==> config.mk <==
export PLATFORM = sky130hd
export DESIGN_NAME = cross_modadd_last_seq_n_flat
export DESIGN_NICKNAME = d
export VERILOG_FILES = /design/src/rtl/addx_cross_pkg.sv /design/src/rtl/cross_modadd_last_seq_n_if.sv /design/src/rtl/cross_modadd_lane.sv /design/src/rtl/cross_modadd_last_seq_n.sv /design/src/flat_wrapper.sv
export SDC_FILE = /design/constraint.sdc
export NUM_CORES = 1
export LEC_CHECK = 0
export ABC_AREA = 1
export BUFFER_PORTS_ARGS = -buffer_cell sky130_fd_sc_hd__clkbuf_2
export CORE_AREA = 3 3 222 224
export DETAILED_ROUTE_END_ITERATION = 10
export DIE_AREA = 0 0 225 227
export GPL_TIMING_DRIVEN = 0
export HOLD_SLACK_MARGIN = 0.1
export PLACE_DENSITY_LB_ADDON = 0.1
export SLEW_MARGIN = 15
export SYNTH_ARGS = -nofsm -noshare
export SYNTH_HDL_FRONTEND = slang
export SYNTH_SLANG_ARGS = --single-unit
==> constraint.sdc <==
create_clock -name clk -period 8.9 [get_ports clk]
set_input_delay 0.445 -clock clk [delete_from_list [all_inputs] [get_ports clk]]
set_output_delay 0.445 -clock clk [all_outputs]
set_load 0.005 [all_outputs]
==> src/rtl/addx_cross_pkg.sv <==
// Shared definitions for the addx cross-add final stage: FSM encodings, default moduli
// and the per-channel modular add/sub helper.
package addx_cross_pkg;

   typedef logic [1:0] state_t;

   localparam state_t IDLE  = 2'd0;
   localparam state_t RUN   = 2'd1;
   localparam state_t DRAIN = 2'd2;
   localparam state_t DONE  = 2'd3;

   localparam int FN_W = 64;

   localparam logic [1:0][34:0] DEFAULT_Q = {35'h4_0008_0001, 35'h4_0800_0001};

   // Operands are assumed already reduced (< q); the extra top bit absorbs the carry/borrow.
   function automatic logic [FN_W-1:0] mod_add_sub(input logic [FN_W-1:0] a,
                                                   input logic [FN_W-1:0] b,
                                                   input logic [FN_W-1:0] q,
                                                   input logic            sub);
      logic [FN_W:0] s;
      if (sub) begin
         s = {1'b0, a} - {1'b0, b};
         if (a < b) s = s + {1'b0, q};
      end else begin
         s = {1'b0, a} + {1'b0, b};
         if (s >= {1'b0, q}) s = s - {1'b0, q};
      end
      return s[FN_W-1:0];
   endfunction

endpackage

==> src/rtl/cross_modadd_last_seq_n_if.sv <==
// Data-path bundle of the cross-add stage: VPU element stream, PP BRAM read port and result outputs.
interface cross_modadd_last_seq_n_if #(
   parameter int N_POLY     = 2,
   parameter int DATA_WIDTH = 64,
   parameter int ADDR_WIDTH = 12
);
   logic [N_POLY*DATA_WIDTH-1:0] i_data_vpu;
   logic [ADDR_WIDTH-1:0]        i_addr_vpu;
   logic                         i_we_vpu;
   logic [N_POLY*DATA_WIDTH-1:0] i_data_pp;
   logic [ADDR_WIDTH-1:0]        o_addr_g0;
   logic                         o_en_bram_g0;
   logic [N_POLY*DATA_WIDTH-1:0] o_data;
   logic                         o_valid;
   logic [N_POLY*DATA_WIDTH-1:0] o_data_rb;
   logic [ADDR_WIDTH-1:0]        o_addr_rb;
   logic                         o_we_rb;

   modport master (
      output i_data_vpu, i_addr_vpu, i_we_vpu, i_data_pp,
      input  o_addr_g0, o_en_bram_g0, o_data, o_valid, o_data_rb, o_addr_rb, o_we_rb
   );

   modport slave (
      input  i_data_vpu, i_addr_vpu, i_we_vpu, i_data_pp,
      output o_addr_g0, o_en_bram_g0, o_data, o_valid, o_data_rb, o_addr_rb, o_we_rb
   );
endinterface

==> src/rtl/cross_modadd_lane.sv <==
// One residue channel: registered modular add (or subtract) of the delayed VPU word and the PP word.
module cross_modadd_lane
   import addx_cross_pkg::*;
#(
   parameter int                       DATA_WIDTH    = 64,
   parameter int                       MODULUS_WIDTH = 35,
   parameter logic [MODULUS_WIDTH-1:0] Q_LANE        = '0
) (
   input  logic                     clk,
   input  logic                     rst_n,
   input  logic                     en,
   input  logic                     sub,
   input  logic [MODULUS_WIDTH-1:0] a,
   input  logic [MODULUS_WIDTH-1:0] b,
   output logic [DATA_WIDTH-1:0]    res
);

   always_ff @(posedge clk) begin
      if (!rst_n) begin
         res <= '0;
      end else if (en) begin
         res <= DATA_WIDTH'(MODULUS_WIDTH'(mod_add_sub(FN_W'(a), FN_W'(b), FN_W'(Q_LANE), sub)));
      end
   end

endmodule

==> src/rtl/cross_modadd_last_seq_n.sv <==
// Final cross-add stage: PP BRAM read issue, VPU delay line, N_POLY modular lanes and transform FSM.
// Build option: define CROSS_MODADD_SUB_EN to let the latched i_op_sub select modular subtraction.
module cross_modadd_last_seq_n
   import addx_cross_pkg::*;
#(
   parameter int N_POLY        = 2,
   parameter int DATA_WIDTH    = 64,
   parameter int MODULUS_WIDTH = 35,
   parameter int ADDR_WIDTH    = 12,
   parameter int LEVEL_WIDTH   = 4,
   parameter int BRAM_LATENCY  = 1,
   parameter logic [N_POLY-1:0][MODULUS_WIDTH-1:0] Q = DEFAULT_Q
) (
   input  logic                   clk,
   input  logic                   rst_n,
   input  logic                   i_start,
   input  logic [LEVEL_WIDTH-1:0] i_n,
   input  logic                   i_s7_mode,
   input  logic                   i_op_sub,
   output logic                   o_busy,
   output logic                   o_done,
   output logic [LEVEL_WIDTH-1:0] o_n_c1,
   cross_modadd_last_seq_n_if.slave bus
);

   // state | meaning
   // IDLE  | waiting for i_start; VPU writes ignored
   // RUN   | accepting elements, counting up to 2^n - 1
   // DRAIN | last element accepted; BRAM_LATENCY+1 cycles for the pipeline to empty
   // DONE  | one-cycle o_done, then back to IDLE

   localparam int MW = MODULUS_WIDTH;
   localparam int DW = DATA_WIDTH;
   localparam int BL = BRAM_LATENCY;

   state_t                 state;
   logic [LEVEL_WIDTH-1:0] n_lat;
   logic                   s7_lat;
   logic                   sub_eff;
   logic [ADDR_WIDTH-1:0]  cnt;
   logic [ADDR_WIDTH-1:0]  last_idx;
   logic [2:0]             drain_cnt;
   logic                   we_acc;

   logic [N_POLY*MW-1:0]   vpu_low;
   logic [N_POLY*MW-1:0]   vpu_sr  [BL];
   logic [ADDR_WIDTH-1:0]  addr_sr [BL];
   logic [BL-1:0]          we_sr;
   logic [N_POLY*DW-1:0]   data_res;
   logic [N_POLY-1:0]      hi_bits_unused;

   assign we_acc           = bus.i_we_vpu & (state == RUN);
   assign bus.o_en_bram_g0 = we_acc;
   assign bus.o_addr_g0    = bus.i_addr_vpu;
   assign o_n_c1           = i_n;
   assign o_busy           = (state != IDLE);
   assign o_done           = (state == DONE);

   // Levels at or beyond the address width saturate to a full 2^ADDR_WIDTH sweep.
   always_comb begin
      last_idx = '1;
      if (int'(n_lat) < ADDR_WIDTH) begin
         last_idx = ADDR_WIDTH'(((ADDR_WIDTH+1)'(1) << n_lat) - (ADDR_WIDTH+1)'(1));
      end
   end

   always_ff @(posedge clk) begin
      if (!rst_n) begin
         state     <= IDLE;
         n_lat     <= '0;
         s7_lat    <= 1'b0;
         cnt       <= '0;
         drain_cnt <= '0;
      end else begin
         case (state)
            IDLE: begin
               if (i_start) begin
                  state  <= RUN;
                  n_lat  <= i_n;
                  s7_lat <= i_s7_mode;
                  cnt    <= '0;
               end
            end
            RUN: begin
               if (bus.i_we_vpu) begin
                  cnt <= cnt + 1'b1;
                  if (cnt == last_idx) begin
                     state     <= DRAIN;
                     drain_cnt <= 3'(BL);
                  end
               end
            end
            DRAIN: begin
               if (drain_cnt == '0) state <= DONE;
               else                 drain_cnt <= drain_cnt - 1'b1;
            end
            DONE:    state <= IDLE;
            default: state <= IDLE;
         endcase
      end
   end

`ifdef CROSS_MODADD_SUB_EN
   logic sub_lat;

   always_ff @(posedge clk) begin
      if (!rst_n)                          sub_lat <= 1'b0;
      else if ((state == IDLE) && i_start) sub_lat <= i_op_sub;
   end

   assign sub_eff = sub_lat;
`else
   logic op_sub_unused;

   assign op_sub_unused = i_op_sub;
   assign sub_eff       = 1'b0;
`endif

   // Only the low MODULUS_WIDTH bits of each word take part in the arithmetic.
   for (genvar g = 0; g < N_POLY; g++) begin : g_pack
      assign vpu_low[g*MW +: MW] = bus.i_data_vpu[g*DW +: MW];
      assign hi_bits_unused[g]   = ^{bus.i_data_vpu[g*DW+MW +: DW-MW], bus.i_data_pp[g*DW+MW +: DW-MW]};
   end

   always_ff @(posedge clk) begin
      if (!rst_n) begin
         for (int i = 0; i < BL; i++) begin
            vpu_sr[i]  <= '0;
            addr_sr[i] <= '0;
         end
         we_sr         <= '0;
         bus.o_valid   <= 1'b0;
         bus.o_addr_rb <= '0;
         bus.o_we_rb   <= 1'b0;
      end else begin
         vpu_sr[0]  <= vpu_low;
         addr_sr[0] <= bus.i_addr_vpu;
         we_sr[0]   <= we_acc;
         for (int i = 1; i < BL; i++) begin
            vpu_sr[i]  <= vpu_sr[i-1];
            addr_sr[i] <= addr_sr[i-1];
            we_sr[i]   <= we_sr[i-1];
         end
         bus.o_valid   <= we_sr[BL-1];
         bus.o_addr_rb <= addr_sr[BL-1];
         bus.o_we_rb   <= we_sr[BL-1] & ~s7_lat;
      end
   end

   for (genvar g = 0; g < N_POLY; g++) begin : g_lane
      cross_modadd_lane #(
         .DATA_WIDTH    (DW),
         .MODULUS_WIDTH (MW),
         .Q_LANE        (Q[g])
      ) u_lane (
         .clk   (clk),
         .rst_n (rst_n),
         .en    (we_sr[BL-1]),
         .sub   (sub_eff),
         .a     (vpu_sr[BL-1][g*MW +: MW]),
         .b     (bus.i_data_pp[g*DW +: MW]),
         .res   (data_res[g*DW +: DW])
      );
   end

   assign bus.o_data    = data_res;
   assign bus.o_data_rb = data_res;

endmodule

==> src/flat_wrapper.sv <==
// flat-port wrapper written by rule: the top's interface ports become plain ports
module cross_modadd_last_seq_n_flat import addx_cross_pkg::*;
#(
   parameter int N_POLY        = 2,
   parameter int DATA_WIDTH    = 64,
   parameter int MODULUS_WIDTH = 35,
   parameter int ADDR_WIDTH    = 12,
   parameter int LEVEL_WIDTH   = 4,
   parameter int BRAM_LATENCY  = 1,
   parameter logic [N_POLY-1:0][MODULUS_WIDTH-1:0] Q = DEFAULT_Q
)
  (clk, rst_n, i_start, i_n, i_s7_mode, i_op_sub, o_busy, o_done, o_n_c1, bus_i_data_vpu, bus_i_addr_vpu, bus_i_we_vpu, bus_i_data_pp, bus_o_addr_g0, bus_o_en_bram_g0, bus_o_data, bus_o_valid, bus_o_data_rb, bus_o_addr_rb, bus_o_we_rb);
  cross_modadd_last_seq_n_if #(.N_POLY(N_POLY), .DATA_WIDTH(DATA_WIDTH), .ADDR_WIDTH(ADDR_WIDTH)) bus_i ();
  input  logic clk;
  input  logic rst_n;
  input  logic i_start;
  input  logic [LEVEL_WIDTH-1:0] i_n;
  input  logic i_s7_mode;
  input  logic i_op_sub;
  output logic o_busy;
  output logic o_done;
  output logic [LEVEL_WIDTH-1:0] o_n_c1;
  input wire logic [$bits(bus_i.i_data_vpu)-1:0] bus_i_data_vpu;
  input wire logic [$bits(bus_i.i_addr_vpu)-1:0] bus_i_addr_vpu;
  input wire logic [$bits(bus_i.i_we_vpu)-1:0] bus_i_we_vpu;
  input wire logic [$bits(bus_i.i_data_pp)-1:0] bus_i_data_pp;
  output wire logic [$bits(bus_i.o_addr_g0)-1:0] bus_o_addr_g0;
  output wire logic [$bits(bus_i.o_en_bram_g0)-1:0] bus_o_en_bram_g0;
  output wire logic [$bits(bus_i.o_data)-1:0] bus_o_data;
  output wire logic [$bits(bus_i.o_valid)-1:0] bus_o_valid;
  output wire logic [$bits(bus_i.o_data_rb)-1:0] bus_o_data_rb;
  output wire logic [$bits(bus_i.o_addr_rb)-1:0] bus_o_addr_rb;
  output wire logic [$bits(bus_i.o_we_rb)-1:0] bus_o_we_rb;
  assign bus_i.i_data_vpu = bus_i_data_vpu;
  assign bus_i.i_addr_vpu = bus_i_addr_vpu;
  assign bus_i.i_we_vpu = bus_i_we_vpu;
  assign bus_i.i_data_pp = bus_i_data_pp;
  assign bus_o_addr_g0 = bus_i.o_addr_g0;
  assign bus_o_en_bram_g0 = bus_i.o_en_bram_g0;
  assign bus_o_data = bus_i.o_data;
  assign bus_o_valid = bus_i.o_valid;
  assign bus_o_data_rb = bus_i.o_data_rb;
  assign bus_o_addr_rb = bus_i.o_addr_rb;
  assign bus_o_we_rb = bus_i.o_we_rb;
  cross_modadd_last_seq_n #(.N_POLY(N_POLY), .DATA_WIDTH(DATA_WIDTH), .MODULUS_WIDTH(MODULUS_WIDTH), .ADDR_WIDTH(ADDR_WIDTH), .LEVEL_WIDTH(LEVEL_WIDTH), .BRAM_LATENCY(BRAM_LATENCY), .Q(Q)) u_core (.clk(clk), .rst_n(rst_n), .i_start(i_start), .i_n(i_n), .i_s7_mode(i_s7_mode), .i_op_sub(i_op_sub), .o_busy(o_busy), .o_done(o_done), .o_n_c1(o_n_c1), .bus(bus_i));
endmodule
## Yosys cells after proc, flatten, opt, wreduce, memory -nomap -nowiden

Memory sizes are Yosys's and may differ from the RTL's. A register that Yosys moved wholly into a read port is not among the register bits.
Index checks and enable logic that the tools add are counted.

- Output and inout port bits: 289
- Logic and storage cells: 68
- Bits in writable memories: 82
- Register bits: 95
- Bits in latches: 0
- Memory bits (read-only): 0
- Memories kept: 2

- Divide/modulo/power cells: 0
- Muxes and demuxes: 21
- Magnitude comparators: 3
- $mul: 0
- $add $sub $neg: 7
- Eq/ne operators: 9
- Bitwise gates (word level): 3
- Shift operators: 1
- Reductions and logical operators: 12

Memory list:

| name | depth | bits a word | read ports | clocked after memory_dff | wr ports | RTL line | source |
|---|---|---|---|---|---|---|---|
| u_core.vpu_sr | 1 | 70 | 1 | 0 | 1 | cross_modadd_last_seq_n.sv:46 | `logic [N_POLY*MW-1:0] vpu_sr [BL];` |
| u_core.addr_sr | 1 | 12 | 1 | 1 | 1 | cross_modadd_last_seq_n.sv:47 | `logic [ADDR_WIDTH-1:0] addr_sr [BL];` |

Operator list:

| kind | number |
|---|---|
| $add 35x35->36 | 2 |
| $ge 36x35->1 const B | 2 |
| $mux 35 | 2 |
| $mux 70 | 1 |
| $reduce_or 70->1 | 1 |
| $sub 35x35->35 const B | 2 |
| $mux 12 | 4 |
| $pmux 12 s2 | 1 |
| $add 12x1->12 const B | 1 |
| $eq 12x12->1 | 1 |
| $reduce_or 12->1 | 1 |
| $shl 1x4->12 const A | 1 |
| $sub 12x2->12 const B | 1 |
| $mux 3 | 3 |
| $mux 2 | 4 |
| $ne 2x2->1 const B | 4 |
| $pmux 2 s4 | 1 |
| $reduce_and 4->1 | 2 |
| $pmux 3 s2 | 1 |
| $reduce_bool 2->1 | 3 |
| $eq 2x2->1 const B | 2 |
| $lt 4x4->1 const B | 1 |
| $mux 1 | 4 |
| $logic_not 3->1 | 1 |
| other kinds (9) | 10 |

## Depth between registers and ports, before layout

Gate-level depths: netlist of run 1.

- Depth after elaboration: 7
- Gate-level depth with buffers: 26
- Gate-level depth less buffers: 26

## By module

Synthesis of run 1 repeated with hierarchy kept, for this count alone.

- Cells, all modules: 4,637
- Area, all modules: 25,490.7 sq um

Modules (own cells, without submodules):

| module | area an instance (sq um) | cells each | seq. area each (sq um) | instances |
|---|---|---|---|---|
| cross_modadd_lane at u_core.g_lane[1].u_lane | 10,188.5 | 2,049 | 700.7 | 1 |
| cross_modadd_lane at u_core.g_lane[0].u_lane | 9,962.1 | 1,904 | 700.7 | 1 |
| cross_modadd_last_seq_n | 5,340.1 | 684 | 2,382.3 | 1 |

## Worst setup path before layout of run 1

OpenSTA, ideal clock, no wires.

- Kind: input port to flip-flop
- Start point: in bus_i_data_pp[64]
- End point: reg u_core.g_lane[1].u_lane.res[15]
- Cell stages on the path: 21
- Setup time: 0.109 ns
- Setup slack: 5.881 ns
- Arrival time: 2.910 ns
- Cells stage by stage: ha_1 > fa_1 > nand3_1 > nand3_1 > nand2_1 > nand2_1 > nand2_1 > nand2_1 > nand2_1 > nand3b_1 > nand2_2 > nand2_1 > nor2_4 > nand2_2 > a21oi_4 > nand3_2 > buf_4 > a21oi_1 > nand2_1 > nand2_1 > inv_1

- Cells in the longest elaborated chain, start to end: 3
- Elaborated cells between the ends (all ways): 4
- Those cells by class: add/sub (2); order compare (1); mux (1)

RTL lines:

| element | RTL line | source |
|---|---|---|
| from (decl) | flat_wrapper.sv:26 | `input wire logic [$bits(bus_i.i_data_pp)-1:0] bus_i_data_pp;` |
| $add 35x35->36 (*) | addx_cross_pkg.sv:26 | `s = {1'b0, a} + {1'b0, b};` |
| $sub 35x35->35 or $ge 36x35->1 (tied branches) | addx_cross_pkg.sv:27 | `if (s >= {1'b0, q}) s = s - {1'b0, q};` |
| $mux 35 (*) | addx_cross_pkg.sv:27 |  |
| to (signal assigned) | cross_modadd_lane.sv:22 | `res <= DATA_WIDTH'(MODULUS_WIDTH'(mod_add_sub(FN_W'(a), FN_W'(b), FN_W'(Q_LANE), sub)));` |
| to (decl) | cross_modadd_lane.sv:15 | `output logic [DATA_WIDTH-1:0] res` |

Every way passes the cells marked *; elsewhere a longest branch is shown, timed or not.
A chain may end at the register's enable or synchronous reset.

## Final worst setup path of run 1

- Start point: mem u_core.vpu_sr[0][35] (netlist bit)
- End point: reg u_core.g_lane[1].u_lane.res[19]

- Cells in the longest elaborated chain, start to end: 4
- Elaborated cells between the ends (all ways): 5
- Those cells by class: add/sub (2); order compare (1); mux (1); memory (1)

RTL lines:

| element | RTL line |
|---|---|
| from (decl) | cross_modadd_last_seq_n.sv:46 |
| $mem_v2 1x70 (*) | -- |
| $add 35x35->36 (*) | addx_cross_pkg.sv:26 |
| $sub 35x35->35 or $ge 36x35->1 (tied branches) | addx_cross_pkg.sv:27 |
| $mux 35 (*) | addx_cross_pkg.sv:27 |

Marks and branches as above.

==> summary.md, run 1 <==
| Metric | Value |
|---|---|
| Status | `completed` |
| Die width | `225 um` |
| Number of global-route vias before repair | `17400` |
| Fin worst setup slack | `5.16 ns` |
| Share of Yosys cell area claimed by the top area cell type | `25.3%` |
| Postcts setup bufs | `0` |
| Final Hold Fails | `0` |
| Port Buffers | `332` |
| R2R setup slack | `5.16 ns` |
| Num Clock Sinks | `189` |
| Post-Route WL | `59.0 mm` |
| Die ar. | `51100 um^2` |
| Unique cell type count in the Yosys netlist | `45` |
| Final setup fails | `0` |
| 1st-iter DRT viols | `1104` |
| Reg2reg end | `u_core.g_lane[1].u_lane.res[19]` |
| Reg2reg path depth | `21` |
| Number of buffers inserted by hold repair at cts | `58` |
| Post-Syn Area | `17600 um^2` |
| Top-count cell post-synth | `nand2_1` |
| Fin. max-slew vios | `0` |
| Core area | `47500 um^2` |
| Syn_area_per_cell | `5.70 um^2` |
| Initial antenna violation count | `0` |
| Main synth FF type | `dfxtp_1` |
| Fmax | `268 MHz` |
| Non-Filler Instances | `4237` |
| Starting Density | `37.0%` |
| Setup TNS | `0 ns` |
| Hold EP | `u_core.vpu_sr[0][68]` |
| Worst Path Arrival | `4.13 ns` |
| Htree depth | `4` |
| Clock transition at path regs | `0.08 ns` |
| HP Class | `in -> reg` |
| Global-route wire length before repair | `91.6 mm` |
| Dpl cells | `4147` |
| Worst-path maximum fanout | `10` |
| Hold Crit Start | `bus_i_data_vpu[97]` |
| FF+latch area | `3780 um^2` |
| RR Startpoint | `u_core.vpu_sr[0][35]` |
| HPWL after DPL | `49.7 mm` |
| CTS Buffer Depth | `2` |
| Largest net degree at the start of global routing | `21` |
| CTS tree | `yes` |
| Maxcap violations | `0` |
| Ys Warns | `0` |
| Die Ht | `227 um` |
| Syn-to-layout area delta | `23.1%` |
| Startpoint class of the critical path | `flip-flop` |
| Fill count | `5301` |
| Via count | `18900` |
| Slew Limit Headroom | `42.1%` |
| WS Path Type | `reg -> reg` |
| Layout cells sized above 1 | `18.8%` |
| Cts bufs inserted | `17` |
| Largest area contributor in the netlist | `nand2_1` |
| Final min period | `3.74 ns` |
| Crit path from | `u_core.vpu_sr[0][35]` |
| Largest cells by area after synthesis | `nand2_1 25%, dfxtp_1 22%, inv_1 11%, buf_4 8.8%, nand3_1 7.2%` |
| Total global-route track usage | `22.9%` |
| Number of antenna repair diodes | `0` |
| Seq/Total Area, Yosys | `21.5%` |
| Routed Antenna Nets | `0` |
| Post-route DRC | `0` |
| Cell count after synthesis | `3085` |
| CP Data Required Time | `9.29 ns` |
| Multi-input logic area | `10400 um^2` |
| RSZ-0062 raised after global routing | `false` |
| GPL Wtd Cong | `0.915` |
| Grt ovf | `0` |
| Synth async-reset ratio | `0%` |
| Wire per inst | `13.9 um` |
| Final Core Density | `45.5%` |
| Number of enable flip-flop cells after synthesis | `0` |
| Root buf cell | `clkbuf_16` |
| Nets | `3971` |
| Power Density | `146 nW/um^2` |
| Static leakage | `13.4 nW` |
| #FFs+latches synth | `189` |
| Num rows | `80` |
| I/O Pins | `567` |
| Crit end category | `flip-flop` |
| Synth cell count leaders | `1183 x nand2_1, 529 x inv_1, 254 x nand3_1` |
| Hold path cells | `3` |
| Final cycle utilization of the critical path | `42.0%` |
| Worst-Skew Late Latency | `0.50 ns` |
| First-pass detailed-route iteration total | `6` |
| Setup Slack @ Placement | `4.98 ns` |
| PostCTS Resize Cnt | `0` |
| Peak VDD IR | `0.152 mV` |
| Worst slew pin tran | `0.861 ns` |
| Vias/cell | `4.45` |
| Skew final | `0.0128 ns` |
[layout make-up]
cell class / count / share of cell area (%)
flip-flops and latches: 189 / 17.5
inverters: 552 / 9.58
clock buffers: 18 / 2.03
repair buffers: 390 / 10.4
well taps: 615 / 3.56
multi-input cells: 2205 / 47.9
plain buffers: 254 / 8.30
clock inverters: 14 / 0.775
[cells in the final DEF (no fill, tap or decap), drive strengths merged, types with 2 or more instances in the layout]
| cell | instances |
|---|---|
| xnor2 | 9 |
| nor3 | 34 |
| nor4 | 5 |
| dlygate4sd3 | 58 |
| nand3 | 260 |
| a211oi | 3 |
| xor2 | 37 |
| clkbuf | 381 |
| and2 | 3 |
| a21o | 2 |
| clkinv | 8 |
| conb | 116 |
| and3 | 5 |
| fa | 2 |
| o21bai | 3 |
| nand4 | 51 |
| nor3b | 2 |
| buf | 223 |
| dfxtp | 189 |
| nor2 | 238 |
| ha | 82 |
| o21ai | 36 |
| o21a | 3 |
| nand2 | 1211 |
| a21oi | 74 |
| or2 | 2 |
| nand3b | 23 |
| inv | 556 |
| clkinvlp | 2 |
[where the power goes]
| part | switching (W) | total [W] | internal (W) |
|---|---|---|---|
| Clock | 0.000419 | 0.000806 | 0.000387 |
| Sequential | 0.0000716 | 0.000997 | 0.000926 |
| Combinational | 0.000832 | 0.00135 | 0.000518 |
| Total | 0.00132 | 0.00315 | 0.00183 |
[routing by layer]
metal	track usage, %	part of all wire (%)
met2	40.0	48
met1	29.0	45
met3	3.60	5.0
met4	7.32	2.5
met5	0	0
[worst max path at each step]
stage | end | cells past startpoint
6_report | u_core.g_lane[1].u_lane.res[19] | 21
5_1_grt | u_core.g_lane[1].u_lane.res[20] | 23
4_1_cts | u_core.g_lane[1].u_lane.res[20] | 23
3_5_place_dp | u_core.g_lane[0].u_lane.res[4] | 22
3_3_place_gp | u_core.g_lane[1].u_lane.res[20] | 24
2_1_floorplan | u_core.g_lane[1].u_lane.res[15] | 21
[worst max-delay path: stages (launching register included)]
cell and delay [ns]:
dfxtp_1 0.33, ha_1 0.27, fa_1 0.55, nand3_1 0.17, nand3_1 0.15, nand2_1 0.12, nand2_1 0.12, nand2_1 0.11
nand2_1 0.12, nand2_1 0.11, nand3b_1 0.09, nand2_2 0.15, nand2_1 0.11, nor2_4 0.13, nand2_2 0.09, a21oi_4 0.19
nand3_2 0.19, buf_2 0.26, nand2_1 0.08, nand3_1 0.14, nand2_1 0.11, inv_1 0.04
[logic make-up after synthesis]
family                     synth area share, %
buffers and inverters                     22.0
other                                   0.0213
xor gates and xnor gates                  2.38
AOI/OAI and AO/OA                         3.86
adders and majority gates                 6.07
DFF                                       21.5
and+or+nand+nor                           44.1
[metrics by stage]
step | cell area, um^2 | total power, W | hold WS, ns
floorplan | 18000 | 0.00192 | 0.390
global placement | 20400 | 0.00234 | 0.393
detailed placement | 20400 | 0.00234 | 0.397
CTS | 21600 | 0.00319 | 0.101
global route | 21600 | 0.00341 | 0.125
finish | 21600 | 0.00315 | 0.141
[state kept, by name (all words and copies together) (netlist names)]
| signal | count |
|---|---|
| u_core.bus.o_valid | 1 |
| u_core.cnt | 12 |
| u_core.n_lat | 4 |
| u_core.vpu_sr | 70 |
| u_core.s7_lat | 1 |
| u_core.bus.o_addr_rb | 12 |
| u_core.state | 2 |
| u_core.g_lane.u_lane.res | 70 |
| u_core.bus.o_we_rb | 1 |
| u_core.we_sr | 1 |
| u_core.drain_cnt | 3 |
| u_core.addr_sr | 12 |
(Power assumes the default switching activity.)
==> run 2: changes to the inputs <==
--- a/config.mk
+++ b/config.mk
@@ -5,11 +5,11 @@
 export SDC_FILE = /design/constraint.sdc
 export NUM_CORES = 1
 export LEC_CHECK = 0
-export ABC_AREA = 1
+export ABC_AREA = 0
 export BUFFER_PORTS_ARGS = -buffer_cell sky130_fd_sc_hd__clkbuf_2
-export CORE_AREA = 3 3 222 224
+export CORE_AREA = 3 3 220 222
 export DETAILED_ROUTE_END_ITERATION = 10
-export DIE_AREA = 0 0 225 227
+export DIE_AREA = 0 0 223 225
 export GPL_TIMING_DRIVEN = 0
 export HOLD_SLACK_MARGIN = 0.1
 export PLACE_DENSITY_LB_ADDON = 0.1
==> constraint.sdc (replaced) <==
create_clock -name clk -period 3.6 [get_ports clk]
set_input_delay 0.18 -clock clk [delete_from_list [all_inputs] [get_ports clk]]
set_output_delay 0.18 -clock clk [all_outputs]
set_load 0.005 [all_outputs]
==> run 2 against run 1 <==
Compared with the run above:
- the flow now finishes with violations (setup timing)
- cell area shrank 1.1%
- combinational power rose to 2.6 times the previous value
- via count fell by 19%
- flip-flop and latch count unchanged
- synthesized cell count is 40% lower
- worst setup slack worse by 5.7 ns
==> summary.md, run 2 <==
| Metric | Value |
|---|---|
| Worst-Skew Late Latency | `0.50 ns (about the same)` |
| 1st-iter DRT viols | `831 (-25%)` |
| Slew Limit Headroom | `28.1% (-14 points)` |
| Final cycle utilization of the critical path | `115% (+73 points)` |
| Crit path from | `u_core.vpu_sr[0][36]` |
| Skew final | `0.0127 ns (-0.000127 ns)` |
| Startpoint class of the critical path | `flip-flop` |
| Seq/Total Area, Yosys | `26.2% (+4.6 points)` |
| GPL Wtd Cong | `0.881 (-3.7%)` |
| Worst-path maximum fanout | `7 (-3)` |
| Layout cells sized above 1 | `37.9% (+19 points)` |
| Buf/Inv on CP | `2 (unchanged)` |
| Syn-to-layout area delta | `48.0%` |
| Unique cell type count in the Yosys netlist | `90 (+100%)` |
| Ys Warns | `0 (unchanged)` |
| Number of global-route vias before repair | `14600 (-16%)` |
| Largest area contributor in the netlist | `dfxtp_1` |
| Crit end category | `flip-flop` |
| Leading cell type in the layout, fill and taps excluded | `clkbuf_2` |
| Non-Filler Instances | `3131 (-26%)` |
| Fill count | `4632 (-13%)` |
| Cell count after synthesis | `1841 (-40%)` |
| Maxcap violations | `0 (unchanged)` |
| WP depth | `15 (-29%)` |
| Setup TNS | `-25.00 ns (-25.00 ns)` |
| Most frequent cells in the layout | `339 x clkbuf_2, 305 x buf_4, 184 x dfxtp_1` |
| Reg2reg end | `u_core.g_lane[1].u_lane.res[3]` |
| Final setup fails | `69 (+69)` |
| CP max stage delay | `0.58 ns (+0.03 ns)` |
| Static leakage | `9.65 nW (-28%)` |
| Via count | `15400 (-19%)` |
| R2R setup slack | `-0.55 ns (-5.71 ns)` |
| Largest registers | `u_core.g_lane.u_lane.res x70, u_core.vpu_sr x70` |
| HPWL after DPL | `41.8 mm (-16%)` |
| RR Startpoint | `u_core.vpu_sr[0][36]` |
| Status | `finished with violations` |
| Fin worst setup slack | `-0.546 ns (-5.71 ns)` |
| Main synth FF type | `dfxtp_1` |
| Clock transition at path regs | `0.08 ns (about the same)` |
| First-pass detailed-route iteration total | `5 (-1)` |
| Fin. max-slew vios | `0 (unchanged)` |
| Grt ovf | `0 (unchanged)` |
| Hold Crit Start | `rst_n` |
| Routed Antenna Nets | `0 (unchanged)` |
| Number of enable flip-flop cells after synthesis | `0 (unchanged)` |
| Starting Density | `31.0% (-5.9 points)` |
| CP Data Required Time | `3.96 ns (-5.33 ns)` |
| Violated checks | `setup timing` |
| Vias/cell | `4.91 (+10%)` |
| WS Path Type | `reg -> reg` |
| Wire per inst | `17.3 um (+24%)` |
| Total global-route track usage | `20.6% (-2.3 points)` |
| Post-route DRC | `0 (unchanged)` |
| CTS tree | `yes` |
| Htree depth | `4 (unchanged)` |
| Delay-heaviest family, CP | `compound AO/OA/AOI/OAI gates` |
| Crit-path cells | `ha_4, a211o_1, a2111o_1, a21boi_2, xnor2_2, nand4bb_4, or4_4, o31a_1, nor4b_4, a32o_2, buf_8, buf_12, nor3_4, xnor2_2, a21oi_1` |
| Post-Route WL | `54.3 mm (-8.0%)` |
| Num rows | `79 (-1.3%)` |
| Dpl cells | `2896 (-30%)` |
| CTS Buffer Depth | `2 (unchanged)` |
| Root buf cell | `clkbuf_16` |
| Top-count cell post-synth | `buf_4` |
| Syn_area_per_cell | `7.85 um^2 (+38%)` |
| Crit-path slowest cell | `or4_4` |
| Post-Syn Area | `14500 um^2 (-18%)` |
| Global-route wire length before repair | `81.9 mm (-11%)` |
| Worst Path Arrival | `4.51 ns (+0.38 ns)` |
| Fmax | `241 MHz (-9.9%)` |
| I/O Pins | `567 (unchanged)` |
| Num Clock Sinks | `189 (unchanged)` |
| Share of Yosys cell area claimed by the top area cell type | `26.2% (+0.91 points)` |
| Core area | `46600 um^2 (-2.1%)` |
| #FFs+latches synth | `189 (unchanged)` |
| Peak VDD IR | `0.244 mV (+60%)` |
| Synth async-reset ratio | `0% (unchanged)` |
| Die Ht | `225 um (-0.88%)` |
| Synth cell count leaders | `209 x buf_4, 189 x dfxtp_1, 150 x a21oi_1` |
| Number of antenna repair diodes | `0 (unchanged)` |
| Final Hold Fails | `0 (unchanged)` |
| RSZ-0062 raised after global routing | `true` |
| Final min period | `4.15 ns (+0.410 ns)` |
| Cts bufs inserted | `17 (unchanged)` |
| CP dominant cell by count | `xnor2_2` |
| Reg2reg path depth | `15 (-29%)` |
| Initial antenna violation count | `2 (+2)` |
| Die width | `223 um (-0.89%)` |
| HP Class | `in -> reg` |
| Worst slew pin tran | `1.08 ns (+0.218 ns)` |
| Setup crit end | `u_core.g_lane[1].u_lane.res[3]` |
| Power Density | `371 nW/um^2 (+150%)` |
| Largest net degree at the start of global routing | `20 (-4.8%)` |
| Largest cells by area after synthesis | `dfxtp_1 26%, buf_4 11%, ha_1 7.1%, a21oi_1 5.2%, and2_1 4.8%` |
| Nets | `2873 (-28%)` |
| Port Buffers | `333 (+0.30%)` |
| Die ar. | `50200 um^2 (-1.8%)` |
run 2: kinds of logic (layout without fill, tap and decap cells):
kind of cell	after synthesis	in the layout	share of synthesized area, %
and+or+nand+nor	599	599	22.3
AOI/OAI and AO/OA	530	530	23.3
DFF	189	189	26.2
xor gates and xnor gates	101	101	6.12
other	1	116	0.0260
muxes	6	6	0.433
buffers and inverters	331	899	14.2
adders and majority gates	84	84	7.38
run 2: per-stage QoR:
| step | total power (W) | cell area (um^2) | hold slack [ns] | setup slack [ns] | util, % |
|---|---|---|---|---|---|
| detailed placement | 0.00533 | 17600 | 0.388 | -1.03 | 37.9 |
| CTS | 0.00776 | 20600 | 0.176 | -0.505 | 44.2 |
| global placement | 0.00531 | 17600 | 0.385 | -1.07 | 37.9 |
| finish | 0.00792 | 21400 | 0.217 | -0.546 | 45.9 |
| global route | 0.00842 | 21400 | 0.231 | -0.670 | 45.9 |
| floorplan | 0.00437 | 15200 | 0.307 | -0.185 | - |
run 2: worst min path at each step:
stage,endpoint,slack (ns),cells after the start
2_1_floorplan,u_core.addr_sr[0][0],0.31,1
3_3_place_gp,u_core.vpu_sr[0][17],0.39,2
3_5_place_dp,u_core.vpu_sr[0][37],0.39,2
4_1_cts,u_core.g_lane[1].u_lane.res[34],0.18,3
5_1_grt,u_core.g_lane[1].u_lane.res[34],0.23,3
6_report,u_core.g_lane[1].u_lane.res[34],0.22,3
run 2: per-layer routing:
metal	track usage (%)	part of all wire, %
met1	26.5	44
met2	34.6	48
met3	4.65	5.6
met4	6.13	2.4
met5	0	0
run 2: cell type report:
type / count / area (um^2) / area share [%]
clock inverter: 15 / 146 / 0.684
buffer: 283 / 1980 / 9.27
sequential: 189 / 3790 / 17.7
clock buffer: 17 / 425 / 1.99
multi-input combinational: 1436 / 10500 / 49.3
tap: 607 / 759 / 3.55
inverter: 37 / 139 / 0.649
timing repair buffer: 547 / 3600 / 16.8
run 2: power breakdown:
part | internal, W | switching (W)
Sequential | 0.00228 | 0.000190
Clock | 0.000924 | 0.00100
Combinational | 0.00164 | 0.00190
run 2: repair_timing:
| item | 4_1_cts | 5_1_grt |
|---|---|---|
| setup endpoints to repair | 70 | 75 |
| pin swaps | 111 | 75 |
| cloned | 3 | 1 |
| resized for setup | 183 | 114 |
| setup buffers | 70 | 53 |
| hold buffers | 93 | 0 |
| hold endpoints to repair | 88 | 0 |
run 2: worst register-to-register path, cell delays in order, from the launching register on:
cell,delay (ns)
dfxtp_2,0.34
ha_4,0.23
a211o_1,0.32
a2111o_1,0.47
a21boi_2,0.20
xnor2_2,0.12
nand4bb_4,0.24
or4_4,0.58
o31a_1,0.35
nor4b_4,0.28
a32o_2,0.31
buf_8,0.17
buf_12,0.12
nor3_4,0.04
xnor2_2,0.17
a21oi_1,0.08
